File: src/rtl/io_port_bank_if.sv
// CPU I/O bus between the bus bridge and the I/O port bank.
// Strobes are single-cycle and never stall; oCpuSel is the read-data-valid qualifier.
interface io_port_bank_if #(
    parameter int ADDR_W = 16
);
    logic [ADDR_W-1:0] iCpuAddr;
    logic [7:0]        iCpuData;
    logic              iCpuIoRd;
    logic              iCpuIoWr;
    logic [7:0]        oCpuData;
    logic              oCpuSel;

    modport master (
        output iCpuAddr,
        output iCpuData,
        output iCpuIoRd,
        output iCpuIoWr,
        input  oCpuData,
        input  oCpuSel
    );

    modport slave (
        input  iCpuAddr,
        input  iCpuData,
        input  iCpuIoRd,
        input  iCpuIoWr,
        output oCpuData,
        output oCpuSel
    );
endinterface

File: src/rtl/io_port_bank.sv
// Bank of readable output latches and synchronised input ports with
// change-detect status, read-to-clear and a maskable registered interrupt.
module io_port_bank #(
    parameter int                ADDR_W    = 16,
    parameter logic [ADDR_W-1:0] BASE      = 16'h0028,
    parameter int                NUM_OUT   = 4,
    parameter int                NUM_IN    = 2,
    parameter logic [7:0]        OUT_RESET = 8'h00
) (
    input  logic                  iClk,
    input  logic                  iReset,
    io_port_bank_if.slave         bus,
    output logic [NUM_OUT*8-1:0]  oPort,
    input  logic [NUM_IN*8-1:0]   iPort,
    output logic                  oIrq
);

    localparam int                SPAN       = NUM_OUT + NUM_IN + 2;
    localparam logic [ADDR_W-1:0] OFF_IN     = ADDR_W'(NUM_OUT);
    localparam logic [ADDR_W-1:0] OFF_STATUS = ADDR_W'(NUM_OUT + NUM_IN);
    localparam logic [ADDR_W-1:0] OFF_MASK   = ADDR_W'(NUM_OUT + NUM_IN + 1);
    localparam logic [ADDR_W-1:0] OFF_END    = ADDR_W'(SPAN);

    logic [NUM_OUT-1:0][7:0] out_q, out_d;
    logic [NUM_IN-1:0][7:0]  s1_q, s2_q, prev_q;
    logic [NUM_IN-1:0]       status_q, status_d;
    logic [NUM_IN-1:0]       mask_q, mask_d;
    logic [7:0]              data_q, data_d;
    logic                    sel_q, sel_d;
    logic                    irq_q, irq_d;

    logic [ADDR_W-1:0]       off;
    logic                    hit;
    logic                    rd_en;
    logic                    wr_en;
    logic [7:0]              rd_val;
    logic [NUM_IN-1:0]       chg;
    logic [NUM_IN-1:0]       clr;

    // Below-BASE addresses wrap to large offsets and so fall outside the span.
    assign off   = bus.iCpuAddr - BASE;
    assign hit   = (off < OFF_END);
    assign rd_en = bus.iCpuIoRd & hit;
    assign wr_en = bus.iCpuIoWr & hit;

    always_comb begin
        chg = '0;
        for (int n = 0; n < NUM_IN; n++) begin
            chg[n] = (s2_q[n] != prev_q[n]);
        end
    end

    // Read mux sees pre-edge register values, so rd+wr on one offset returns old data.
    always_comb begin
        rd_val = 8'h00;
        for (int n = 0; n < NUM_OUT; n++) begin
            if (off == ADDR_W'(n)) rd_val = out_q[n];
        end
        for (int n = 0; n < NUM_IN; n++) begin
            if (off == OFF_IN + ADDR_W'(n)) rd_val = s2_q[n];
        end
        if (off == OFF_STATUS) rd_val = 8'(status_q);
        if (off == OFF_MASK)   rd_val = 8'(mask_q);
    end

    always_comb begin
        out_d    = out_q;
        mask_d   = mask_q;
        data_d   = data_q;
        sel_d    = 1'b0;
        clr      = '0;
        status_d = status_q;
        irq_d    = |(status_q & mask_q);

        if (rd_en) begin
            data_d = rd_val;
            sel_d  = 1'b1;
            if (off == OFF_STATUS) clr = status_q;
        end

        // Set wins over clear when a change lands on the clearing read.
        status_d = (status_q & ~clr) | chg;

        if (wr_en) begin
            for (int n = 0; n < NUM_OUT; n++) begin
                if (off == ADDR_W'(n)) out_d[n] = bus.iCpuData;
            end
            if (off == OFF_MASK) mask_d = bus.iCpuData[NUM_IN-1:0];
        end
    end

    always_ff @(posedge iClk or posedge iReset) begin
        if (iReset) begin
            out_q    <= {NUM_OUT{OUT_RESET}};
            s1_q     <= '0;
            s2_q     <= '0;
            prev_q   <= '0;
            status_q <= '0;
            mask_q   <= '0;
            data_q   <= 8'h00;
            sel_q    <= 1'b0;
            irq_q    <= 1'b0;
        end else begin
            out_q    <= out_d;
            s1_q     <= iPort;
            s2_q     <= s1_q;
            prev_q   <= s2_q;
            status_q <= status_d;
            mask_q   <= mask_d;
            data_q   <= data_d;
            sel_q    <= sel_d;
            irq_q    <= irq_d;
        end
    end

    assign oPort        = out_q;
    assign oIrq         = irq_q;
    assign bus.oCpuData = data_q;
    assign bus.oCpuSel  = sel_q;

endmodule

File: src/flat_wrapper.sv
// flat-port wrapper written by rule: the top's interface ports become plain ports
module io_port_bank_flat 
#(
    parameter int                ADDR_W    = 16,
    parameter logic [ADDR_W-1:0] BASE      = 16'h0028,
    parameter int                NUM_OUT   = 4,
    parameter int                NUM_IN    = 2,
    parameter logic [7:0]        OUT_RESET = 8'h00
)
  (iClk, iReset, oPort, iPort, oIrq, bus_iCpuAddr, bus_iCpuData, bus_iCpuIoRd, bus_iCpuIoWr, bus_oCpuData, bus_oCpuSel);
  io_port_bank_if #(.ADDR_W(ADDR_W)) bus_i ();
  input  logic iClk;
  input  logic iReset;
  output logic [NUM_OUT*8-1:0] oPort;
  input  logic [NUM_IN*8-1:0] iPort;
  output logic oIrq;
  input wire logic [$bits(bus_i.iCpuAddr)-1:0] bus_iCpuAddr;
  input wire logic [$bits(bus_i.iCpuData)-1:0] bus_iCpuData;
  input wire logic [$bits(bus_i.iCpuIoRd)-1:0] bus_iCpuIoRd;
  input wire logic [$bits(bus_i.iCpuIoWr)-1:0] bus_iCpuIoWr;
  output wire logic [$bits(bus_i.oCpuData)-1:0] bus_oCpuData;
  output wire logic [$bits(bus_i.oCpuSel)-1:0] bus_oCpuSel;
  assign bus_i.iCpuAddr = bus_iCpuAddr;
  assign bus_i.iCpuData = bus_iCpuData;
  assign bus_i.iCpuIoRd = bus_iCpuIoRd;
  assign bus_i.iCpuIoWr = bus_iCpuIoWr;
  assign bus_oCpuData = bus_i.oCpuData;
  assign bus_oCpuSel = bus_i.oCpuSel;
  io_port_bank #(.ADDR_W(ADDR_W), .BASE(BASE), .NUM_OUT(NUM_OUT), .NUM_IN(NUM_IN), .OUT_RESET(OUT_RESET)) u_core (.iClk(iClk), .iReset(iReset), .bus(bus_i), .oPort(oPort), .iPort(iPort), .oIrq(oIrq));
endmodule
File: config.mk
export PLATFORM = sky130hd
export DESIGN_NAME = io_port_bank_flat
export DESIGN_NICKNAME = d
export VERILOG_FILES = /design/src/rtl/io_port_bank_if.sv /design/src/rtl/io_port_bank.sv /design/src/flat_wrapper.sv
export SDC_FILE = /design/constraint.sdc
export NUM_CORES = 1
export LEC_CHECK = 0
export BUFFER_PORTS_ARGS = -buffer_cell sky130_fd_sc_hd__buf_2
export CAP_MARGIN = 10
export CORE_MARGIN = 2
export CORE_UTILIZATION = 25
export DETAILED_ROUTE_END_ITERATION = 10
export GPL_TIMING_DRIVEN = 1
export SYNTH_ARGS = -nofsm -noshare
export SYNTH_HDL_FRONTEND = slang
export SYNTH_SLANG_ARGS = --single-unit
File: constraint.sdc
create_clock -name iClk -period 7.7 [get_ports iClk]
set_input_delay 0.77 -clock iClk [delete_from_list [all_inputs] [get_ports iClk]]
set_output_delay 0.77 -clock iClk [all_outputs]
set_load 0.05 [all_outputs]
# Word-level counts from Yosys, hierarchy flattened
# Index checks and enable logic that the tools add are counted.
# totals
regBits,94
inputBits,44
# op_classes
n_addsub,1
order_cmp,1
eq_ne,9
n_mux,11
n_bitwise,6
n_reduce_logical,7
# ops
op,n
equality test 16 x 3 -> 1 bit (second input constant),4
two-way mux 8 bit,8
equality test 16 x 2 -> 1 bit (second input constant),2
equality test 16 x 1 -> 1 bit (second input constant),1
zero test 16 bit,1
< comparator 16 x 4 -> 1 bit (second input constant),1
!= test 8 bit,2
subtractor 16 x 6 -> 16 bit (second input constant),1
AND reduction 2 bit,5
AND 2 bit,2
two-way mux 2 bit,2
AND 1 bit,2
NOT 2 bit,1
OR 2 bit,1
OR reduction 2 bit,1
two-way mux 1 bit,1

# Logic depth before layout (Yosys ltp)
# Gate-level depths: netlist of the first run.
# depth
word_depth,10
depth_mapped,7
mapped_depth_nobuf,7

# Least setup slack after synthesis of the first run
# OpenSTA, ideal clock, no wires.
# synth_path
kind,input port to flip-flop
from,input port bus_iCpuAddr[3]
to,register u_core.out_q (netlist bit u_core.oPort[0])
arrival_ns,2.571
setup_slack_ns,5.004
path_stages,7
cell_sequence,inv_1 ha_1 nor4b_1 o21ai_0 a211oi_4 nand4_4 mux2_2
# synth_via
elab_chain_cells,4
elab_cells_between_ends,5
cone_classes,add/sub (1); order compare (1); bitwise (1); reduce/logical (2)
# synth_lines
item,line_no,text
from (decl),flat_wrapper.sv:17,input wire logic [$bits(bus_i.iCpuAddr)-1:0] bus_iCpuAddr;
subtractor 16 x 6 -> 16 bit *,io_port_bank.sv:41,assign off = bus.iCpuAddr - BASE;
< comparator 16 x 4 -> 1 bit,io_port_bank.sv:42,assign hit = (off < OFF_END);
AND 1 bit,io_port_bank.sv:44,assign wr_en = bus.iCpuIoWr & hit;
AND reduction 2 bit (no source line) *,-,
to (signal assigned),io_port_bank.sv:94,out_q <= {NUM_OUT{OUT_RESET}};
to (signal assigned),io_port_bank.sv:104,out_q <= out_d;
to (decl),io_port_bank.sv:24,"logic [NUM_OUT-1:0][7:0] out_q, out_d;"
# Every way passes the cells marked *; elsewhere a longest branch is shown, timed or not.
# A chain may end at the register's enable or synchronous reset.

# Worst setup path after layout of the first run
# layout_path
from,input port bus_iCpuAddr[3]
to,register u_core.out_q (netlist bit u_core.oPort[25])
# Same word-level chain as after synthesis.

==> flow_metrics.tcl, run 1 <==
set metrics [dict create \
    crit_end_element "flip-flop" \
    final-max-slew-violation-count 0 \
    io_buffer_count 85 \
    tritoncts_clock_tree "yes" \
    route.detailed.wl_per_inst_um 17.3 \
    seqCellArea_um2 2350 \
    synthDominantCellAreaShare_pct 61.5 \
    grt_start_max_net_pins 93 \
    min_path_type "in -> async" \
    numClockSinks 94 \
    vias_in_the_first_global_route 2667 \
    yosys-top-cells-area "dfrtp_1 (62%), mux2_2 (13%), xor2_1 (3.7%), mux4_2 (2.4%), nand4_4 (2.2%)" \
    core_um2 15100 \
    worst_setup_path_start_kind "input pin" \
    total_leakage_power_nw 2.36 \
    die-area_um2 16300 \
    drt_iter0_markers 117 \
    filler_cell_count 1528 \
    met3RoutedLength_um 544 \
    grt_util_all_layers_pct 12.3 \
    maxSlewHeadroom_pct 45.4 \
    netlist_area_um2 3820 \
    critical_path_class "in -> reg" \
    antennaDiodeCount 0 \
    max-clock-path-buffers 2 \
    synth_top_area_cell "dfrtp_1" \
    via_per_inst 4.59 \
    firstDrtPassIters 4 \
    clock_skew_ns 0.00790 \
    outcome "complete, no violations" \
    synth_cell_type_count 39 \
    achievable-frequency_ghz 0.343 \
    clock_insertion_delay_worst_skew_ns 0.34 \
    final.period_utilization_pct 37.8 \
    io_pins 86 \
    first_pass_grt_wire_length_um 15200 \
    drive_gt1_share_pct 44.2 \
    worst_pin_slew_ns 0.817 \
    clock-root-buffer "clkbuf_16" \
    detail-route-antenna-nets 0 \
    setup_tns_ns 0 \
    yosys_warning_count 0 \
    cts.clk_slew.worst_paths_ns 0.06 \
    drc 0 \
    final.hold.worst_slack_ns 0.265 \
    hpwl_um 6890 \
    timing.critical_path.arrival_ns 3.13 \
    rsz0062_at_grt "no" \
    start_util_pct 25.3 \
    syn-instance-count 267 \
    wl_um 9530 \
    cts_made_buffers 9 \
    min_period_ns 2.91 \
    ys_seq_elements 94 \
    worst_supply_voltage_drop_on_vdd_uv 162 \
    met2WireLength_um 4690 \
    routed-via-count 2522 \
    area_delta_synth_final_pct 25.3 \
    max_fanout_on_critical_path 8 \
    final-hold-violation-count 0 \
    critPathRequiredTime_ns 7.92 \
    fp-row-count 45 \
    cts_hold_buf 0 \
    reg2reg_setup_slack_ns 6.18 \
    finalSetupViolations 0 \
    cts-htree-levels 3 \
    place.gp.congestion 0.856 \
    powerDensity_nw_per_um2 213 \
    finish.net_count 402 \
    ff2ff_path_depth 5 \
    synth_seq_area_share_pct 61.5 \
    antenna_found_initial 0 \
    grt.overflow.total 0 \
    m1WireLength_um 4190 \
    vertical_die_dimension_um 128 \
    final_common_cell "dfrtp_1" \
    floorplan_die_width_um 128 \
    cts-resized-gates 0 \
    finish.utilization_pct 31.7 \
    maxCapViolations 0 \
    routed.top_layer "met4" \
    layout.cells.most_common_list "dfrtp_1 (94), buf_2 (85), mux2_2 (43)" \
    synthesis.nets 312 \
    multi_input_area_um2 1410 \
    syn-mean-instance-area_um2 14.3 \
    postCtsSetupBuffers 0 \
]
final timing paths:
path	startpoint	end
worst max register to register	u_core.oPort[7]	u_core.bus.oCpuData[7]
worst max-delay path	bus_iCpuAddr[3]	u_core.oPort[25]
worst min-delay path	iReset	u_core.s1_q[13]
max in group asynchronous	iReset	u_core.oPort[25]
min in group iClk	u_core.s1_q[14]	u_core.s2_q[14]
worst min register to register	u_core.s1_q[14]	u_core.s2_q[14]
metal layers:
layer	up-vias	global-route usage, %
met5	-	0
met4	0	3.30
met1	1285	16.1
li1	1147	-
met3	10	3.55
met2	80	20.1
final cells by class:
type	instances	share of cell area [%]
clock buffer	11	5.07
clock inverter	5	1.23
inverter	8	0.653
multi-input combinational	157	29.4
sequential	94	49.1
tap	188	4.91
timing repair buffer	87	9.61
state kept, by name, summed over array words and instances (netlist names):
signal / flops
u_core.oPort: 32
u_core.s1_q: 16
u_core.bus.oCpuSel: 1
u_core.oIrq: 1
u_core.mask_q: 2
u_core.status_q: 2
u_core.bus.oCpuData: 8
u_core.s2_q: 16
u_core.prev_q: 16
critical path, cell delays in order:
cell and delay [ns]:
buf_2 0.12, inv_1 0.05, ha_1 0.24, nor4b_1 0.32, o21ai_0 0.20, a211oi_4 0.65
nand4_4 0.39, mux2_2 0.38
synthesized netlist by cell type:
cell and number:
o21a_1 2, o211ai_1 5, and3_2 1, xor2_1 16, nor2_1 6, nor4b_1 1
buf_1 1, nor4bb_1 1, nand4_1 2, dfrtp_1 94, or3_4 1, o32ai_4 1
inv_1 7, nand3_1 1, a21oi_1 5, a211oi_4 1, or3_1 5, nand3_4 1
mux4_2 4, a221oi_1 6, and2_1 2, nand2_1 14, o22ai_1 1, a21o_1 2
clkbuf_1 7, o2111ai_1 2, o21ai_2 1, nand4_4 4, nor3b_1 1, nor4_1 5
and3_1 2, a21boi_0 1, mux2i_1 4, ha_1 1, a22o_1 1, nor2b_1 3
clkinv_1 1, o21ai_0 11, mux2_2 43
logic make-up (layout without fill, tap and decap cells):
logic type               count (synthesis)  count (layout)  synth area share [%]
AO/OA/AOI/OAI                           39              39                  7.76
XOR/XNOR                                16              16                  3.67
adder cells (fa/ha/maj)                  1               1                 0.327
buffers and inverters                   16             111                  1.57
flip-flops                              94              94                  61.5
multiplexers                            51              51                  16.1
AND/OR/NAND/NOR                         50              50                  9.07
through the flow:
step / setup WS (ns) / total power [mW] / instances / area [um^2]
after floorplan: 4.48 / 0.559 / 267 / 3820
after global placement: 4.59 / 0.585 / 533 / 4460
after detailed placement: 4.44 / 0.587 / 533 / 4460
after CTS: 4.79 / 1.04 / 549 / 4760
after global routing: 4.67 / 1.06 / 550 / 4790
final: 4.79 / 1.02 / 550 / 4790
where the power goes:
| group | switching, mW | leakage, nW | internal, mW | total (mW) |
|---|---|---|---|---|
| combinational | 0.0392 | 1.04 | 0.0249 | 0.0640 |
| clock | 0.181 | 0.142 | 0.260 | 0.442 |
| sequential | 0.00777 | 1.18 | 0.507 | 0.515 |
| total | 0.228 | 2.36 | 0.792 | 1.02 |
Power figures use the tool's default switching activity.
==> run 2: changes to the inputs <==
==> constraint.sdc (replaced) <==
create_clock -name iClk -period 2.8 [get_ports iClk]
set_input_delay 0.28 -clock iClk [delete_from_list [all_inputs] [get_ports iClk]]
set_output_delay 0.28 -clock iClk [all_outputs]
set_load 0.05 [all_outputs]
==> run 2 against run 1 <==
Sequential power rose to 2.7 times the previous value. Via count up 0.28%. Cell area up 0.68%. First-iteration DRC count down 8.5%.
==> flow_metrics.tcl, run 2 (synthesized netlist as in run 1, its figures left out) <==
set metrics [dict create \
    start_util_pct 25.3 \
    vias_in_the_first_global_route 2791 \
    setup_tns_ns 0 \
    clock_insertion_delay_worst_skew_ns 0.34 \
    drc 0 \
    maxSlewHeadroom_pct 44.5 \
    critPathRequiredTime_ns 3.02 \
    grt_util_all_layers_pct 12.3 \
    share_seq_of_total_power_pct 49.2 \
    multi_input_area_um2 1410 \
    final-hold-violation-count 0 \
    hpwl_um 7180 \
    firstDrtPassIters 5 \
    final.period_utilization_pct 74.9 \
    clock-root-buffer "clkbuf_16" \
    die-area_um2 16300 \
    cts.clk_slew.worst_paths_ns 0.06 \
    sw_frac_of_total_pct 21.1 \
    seqCellArea_um2 2350 \
    crit_end_element "flip-flop" \
    route.detailed.wl_per_inst_um 17.1 \
    first_pass_grt_wire_length_um 15300 \
    achievable-frequency_ghz 0.477 \
    core_um2 15100 \
    wl_um 9460 \
    timing.critical_path.arrival_ns 2.32 \
    antenna_found_initial 0 \
    powerDensity_nw_per_um2 596 \
    comb_power_share_pct 6.1 \
    internal_power_mw 2.27 \
    final-max-slew-violation-count 0 \
    finalSetupViolations 0 \
    max-clock-path-buffers 2 \
    critical_path_class "in -> reg" \
    worst_supply_voltage_drop_on_vdd_uv 363 \
    cts_made_buffers 9 \
    switching_power_total_uw 608 \
    rsz0062_at_grt "no" \
    tritoncts_clock_tree "yes" \
    io_pins 86 \
    detail-route-antenna-nets 0 \
    largest_reg_flops 32 \
    clock_network_fraction_of_design_power_pct 44.6 \
    filler_cell_count 1535 \
    antennaDiodeCount 0 \
    grt.overflow.total 0 \
    worst_setup_path_start_kind "input pin" \
    clock_skew_ns 0.00517 \
    floorplan_die_width_um 128 \
    postCtsSetupBuffers 0 \
    outcome "complete, no violations" \
    routed-via-count 2529 \
    io_buffer_count 85 \
    dp_worst_setup_slack_ns 0.366 \
    max_fanout_on_critical_path 8 \
    place.gp.congestion 0.847 \
    vertical_die_dimension_um 128 \
    cts-htree-levels 3 \
    layout.cells.most_common_list "dfrtp_1 (94), buf_2 (85), mux2_2 (43)" \
    cts_hold_buf 0 \
    worst_pin_slew_ns 0.831 \
    final_common_cell "dfrtp_1" \
    drive_gt1_share_pct 44.7 \
    numClockSinks 94 \
    cts-resized-gates 0 \
    maxCapViolations 0 \
    total_leakage_power_nw 2.39 \
    min_period_ns 2.10 \
    setup_slack_ns 0.702 \
    grt_start_max_net_pins 51 \
    area_delta_synth_final_pct 26.2 \
    finish.net_count 407 \
    fp-row-count 45 \
    via_per_inst 4.56 \
    min_path_type "in -> reg" \
    drt_iter0_markers 107 \
]
run 2: cell type report:
class	instances	share of cell area, %
inverter	8	0.649
sequential	94	48.8
timing repair buffer	92	9.91
clock inverter	4	1.45
multi-input combinational	157	29.2
clock buffer	12	5.11
tap	188	4.88
run 2: metal layers:
layer	global-route usage [%]	wire [um]	up-vias
li1	-	-	1159
met1	15.2	4110	1286
met2	21.1	4750	78
met3	4.22	534	6
met4	2.59	64	0
met5	0	0	-
run 2: worst max-delay path, cell delays in order:
cell      delay (ns)
buf_2           0.12
inv_1           0.05
ha_1            0.24
nor4b_1         0.32
o21ai_0         0.22
a211oi_4        0.23
buf_4           0.24
nand4_4         0.27
mux2_2          0.35
run 2: power by group through the flow:
| stage | clock network, mW | logic (mW) | registers, mW |
|---|---|---|---|
| detailed placement | 0 | 0.178 | 1.44 |
| finish | 1.28 | 0.176 | 1.41 |
| global route | 1.37 | 0.200 | 1.42 |
| floorplan | 0 | 0.103 | 1.43 |
| global placement | 0 | 0.172 | 1.44 |
| CTS | 1.32 | 0.179 | 1.42 |
run 2: path summary, 6_finish.rpt:
check	cells past startpoint	slack (ns)	end	start
worst min-delay path	1	0.04	u_core.s1_q[0]	iPort[0]
worst max-delay path	9	0.70	u_core.oPort[27]	bus_iCpuAddr[3]
worst min register to register	0	0.35	u_core.s2_q[6]	u_core.s1_q[6]
max in group asynchronous	3	1.97	u_core.s2_q[5]	iReset
min in group asynchronous	2	0.08	u_core.s2_q[9]	iReset
worst max register to register	4	1.21	u_core.status_q[0]	u_core.s2_q[2]
run 2: per-stage QoR:
step	total power [mW]	instances	utilization, %	hold slack, ns	area [um^2]
floorplan	1.54	267	-	0.311	3820
global placement	1.61	539	29.9	0.333	4510
detailed placement	1.62	539	29.9	0.335	4510
CTS	2.91	555	32.0	0.0299	4820
global route	2.99	555	32.0	0.0257	4820
finish	2.87	555	32.0	0.0433	4820
==> run 3: changes to the inputs <==
--- a/config.mk
+++ b/config.mk
@@ -5,6 +5,7 @@
 export SDC_FILE = /design/constraint.sdc
 export NUM_CORES = 1
 export LEC_CHECK = 0
+export ABC_AREA = 1
 export BUFFER_PORTS_ARGS = -buffer_cell sky130_fd_sc_hd__buf_2
 export CAP_MARGIN = 10
 export CORE_MARGIN = 2
==> constraint.sdc (replaced) <==
create_clock -name iClk -period 2.1 [get_ports iClk]
set_input_delay 0.21 -clock iClk [delete_from_list [all_inputs] [get_ports iClk]]
set_output_delay 0.21 -clock iClk [all_outputs]
set_load 0.05 [all_outputs]
==> run 3 against run 2 <==
Clock-buffer cell count shrank 2. First-iteration DRC count grew 67%. Die area grew 6.7%. Sequential power grew 33%. Sequential cell count is the same. Sequential share of layout area shrank 5.1 points. Area after synthesis grew 6.9%. Global-route usage shrank 0.16 points. Total power grew 29%. Register-to-register slack lost 0.41 ns. Synthesized cell count grew 63%. Critical path depth grew 8.
==> flow_metrics.tcl, run 3 <==
set metrics [dict create \
    numClockSinks 94 \
    core_um2 15900 \
    clock_network_fraction_of_design_power_pct 42.5 \
    postCtsSetupBuffers 0 \
    drive_gt1_share_pct 28.1 \
    timing.critical_path.arrival_ns 2.08 \
    total_leakage_power_nw 2.80 \
    synthMostInstantiatedCell "nand2_1" \
    finalSetupViolations 0 \
    syn-instance-count 436 \
    finish.net_count 612 \
    fp-row-count 46 \
    first_pass_grt_wire_length_um 17000 \
    critPathRequiredTime_ns 2.32 \
    detail-route-antenna-nets 0 \
    vertical_die_dimension_um 132 \
    dp_worst_setup_slack_ns -0.146 \
    critical_path_class "in -> reg" \
    tritoncts_clock_tree "yes" \
    ys_seq_elements 94 \
    antennaDiodeCount 0 \
    die-area_um2 17400 \
    powerDensity_nw_per_um2 686 \
    largest_reg_flops 32 \
    clock-root-buffer "clkbuf_16" \
    maxCapViolations 0 \
    final_common_cell "nand2_1" \
    netlist_area_um2 4090 \
    area_delta_synth_final_pct 31.9 \
    final-max-slew-violation-count 0 \
    synthDominantCellAreaShare_pct 57.6 \
    achievable-frequency_ghz 0.538 \
    filler_cell_count 1661 \
    final.hold.worst_slack_ns 0.155 \
    maxSlewHeadroom_pct 58.4 \
    rsz0062_at_grt "no" \
    grt_util_all_layers_pct 12.2 \
    syn-mean-instance-area_um2 9.37 \
    internal_power_mw 2.81 \
    drc 0 \
    routed-via-count 3243 \
    worst_setup_path_start_kind "input pin" \
    worst_supply_voltage_drop_on_vdd_uv 436 \
    yosys-top-cells-area "dfrtp_1 (58%), nand2_1 (11%), o21ai_1 (4.3%), inv_1 (3.9%), nand3_1 (3.3%)" \
    synth_top_area_cell "dfrtp_1" \
    share_seq_of_total_power_pct 51.0 \
    min_path_type "in -> reg" \
    yosys_warning_count 0 \
    floorplan_die_width_um 132 \
    route.detailed.wl_per_inst_um 12.8 \
    cts.clk_slew.worst_paths_ns 0.07 \
    start_util_pct 25.6 \
    place.gp.congestion 0.826 \
    io_buffer_count 85 \
    clock_insertion_delay_worst_skew_ns 0.34 \
    synthesis.nets 481 \
    comb_power_share_pct 6.6 \
    wl_um 10100 \
    cts-htree-levels 3 \
    total_power_mw 3.70 \
    firstDrtPassIters 4 \
    synth_cell_type_count 30 \
    sw_frac_of_total_pct 23.9 \
    layout.cells.most_common_list "nand2_1 (120), dfrtp_1 (94), buf_2 (85)" \
    io_pins 86 \
    cts_made_buffers 9 \
    max_fanout_on_critical_path 16 \
    synth_flop_cell "dfrtp_1" \
    final-hold-violation-count 0 \
    min_period_ns 1.86 \
    setup_slack_ns 0.240 \
    clock_skew_ns 0.00563 \
    grt_start_max_net_pins 41 \
    drt_iter0_markers 179 \
    ys_async_sr_fraction_pct 100 \
    synth_edf_count 0 \
    antenna_found_initial 0 \
    synth_commonest_cells "nand2_1 (120), dfrtp_1 (94), inv_1 (42), o21ai_1 (35)" \
    switching_power_total_uw 883 \
    hpwl_um 7760 \
    crit_end_element "flip-flop" \
    via_per_inst 4.12 \
    final.period_utilization_pct 88.6 \
    grt.overflow.total 0 \
    outcome "complete, no violations" \
    synth_seq_area_share_pct 57.6 \
    worst_pin_slew_ns 0.622 \
    vias_in_the_first_global_route 3351 \
    max-clock-path-buffers 2 \
]
-- run 3: changes by cell type in the layout (fill, tap and decap cells not counted), moves of 17 or more --
cell and change:
nor2_1 +21, inv_1 +35, o21ai_1 +35, dlygate4sd3_1 +17, nand2_1 +106, nand3_1 +26
mux2_2 -43
-- run 3: power by group through the flow --
stage	Clock [mW]	Sequential [mW]	Combinational [mW]
after global placement	0	1.92	0.220
after CTS	1.61	1.88	0.248
after floorplan	0	1.91	0.122
after global routing	1.71	1.89	0.275
after detailed placement	0	1.92	0.222
final	1.57	1.88	0.243
-- run 3: what timing repair did --
item / 4_1_cts / 5_1_grt
endpoints found under the hold margin: 39 / 0
resized for setup: 0 / 1
hold buffers: 17 / 0
endpoints found under the setup margin: 0 / 1
-- run 3: layout make-up --
type	count	area (um^2)	area share [%]
tap	216	270	5.01
multi-input combinational	290	1510	27.9
clock buffer	10	239	4.43
inverter	47	180	3.34
clock inverter	6	50.0	0.928
sequential	94	2350	43.6
timing repair buffer	125	793	14.7
-- run 3: cell families (layout without fill, tap and decap cells) --
| logic type | after synthesis | in the layout | share of synthesized area (%) |
|---|---|---|---|
| simple gates | 224 | 224 | 26.9 |
| flops | 94 | 94 | 57.6 |
| buf+inv | 52 | 188 | 5.69 |
| compound gates | 51 | 51 | 6.55 |
| xor+xnor | 14 | 14 | 3.00 |
| fa+ha+maj | 1 | 1 | 0.306 |
-- run 3: critical path, stage by stage --
cell     delay [ns]
buf_2          0.10
inv_1          0.06
ha_1           0.16
inv_1          0.05
nand2_1        0.11
nand2_1        0.06
nand2_1        0.07
nand2_2        0.08
nor2_4         0.13
nand3_2        0.13
nor2_8         0.18
buf_4          0.13
inv_2          0.05
nor2_8         0.15
nand2_2        0.21
nand2_1        0.11
o21ai_1        0.06
-- run 3: through the flow --
| step | setup TNS, ns | area, um^2 | instances | utilization (%) |
|---|---|---|---|---|
| final | 0 | 5390 | 788 | 33.8 |
| after global routing | 0 | 5390 | 788 | 33.8 |
| after CTS | 0 | 5390 | 788 | 33.8 |
| after detailed placement | -3.89 | 4930 | 755 | 30.9 |
| after global placement | -1.34 | 4930 | 755 | 30.9 |
| after floorplan | 0 | 4090 | 436 | - |
-- run 3: path summary, 6_finish.rpt --
| path | startpoint | end | slack (ns) | cells past startpoint |
|---|---|---|---|---|
| max in group asynchronous | iReset | u_core.oPort[13] | 0.99 | 4 |
| min reg2reg | u_core.s1_q[0] | u_core.s2_q[0] | 0.35 | 0 |
| max reg2reg | u_core.s2_q[3] | u_core.status_q[0] | 0.80 | 5 |
| min in group asynchronous | iReset | u_core.s2_q[8] | 0.50 | 3 |
| max | bus_iCpuAddr[4] | u_core.oPort[19] | 0.24 | 17 |
| min | bus_iCpuIoRd | u_core.bus.oCpuSel | 0.15 | 3 |
-- run 3: metal layers --
metal / global-route usage (%) / vias up / wire [um]
met1: 15.3 / 1500 / 4680
met5: 0 / - / 0
met2: 20.3 / 71 / 4770
met3: 3.69 / 9 / 531
li1: - / 1663 / -
met4: 3.68 / 0 / 122
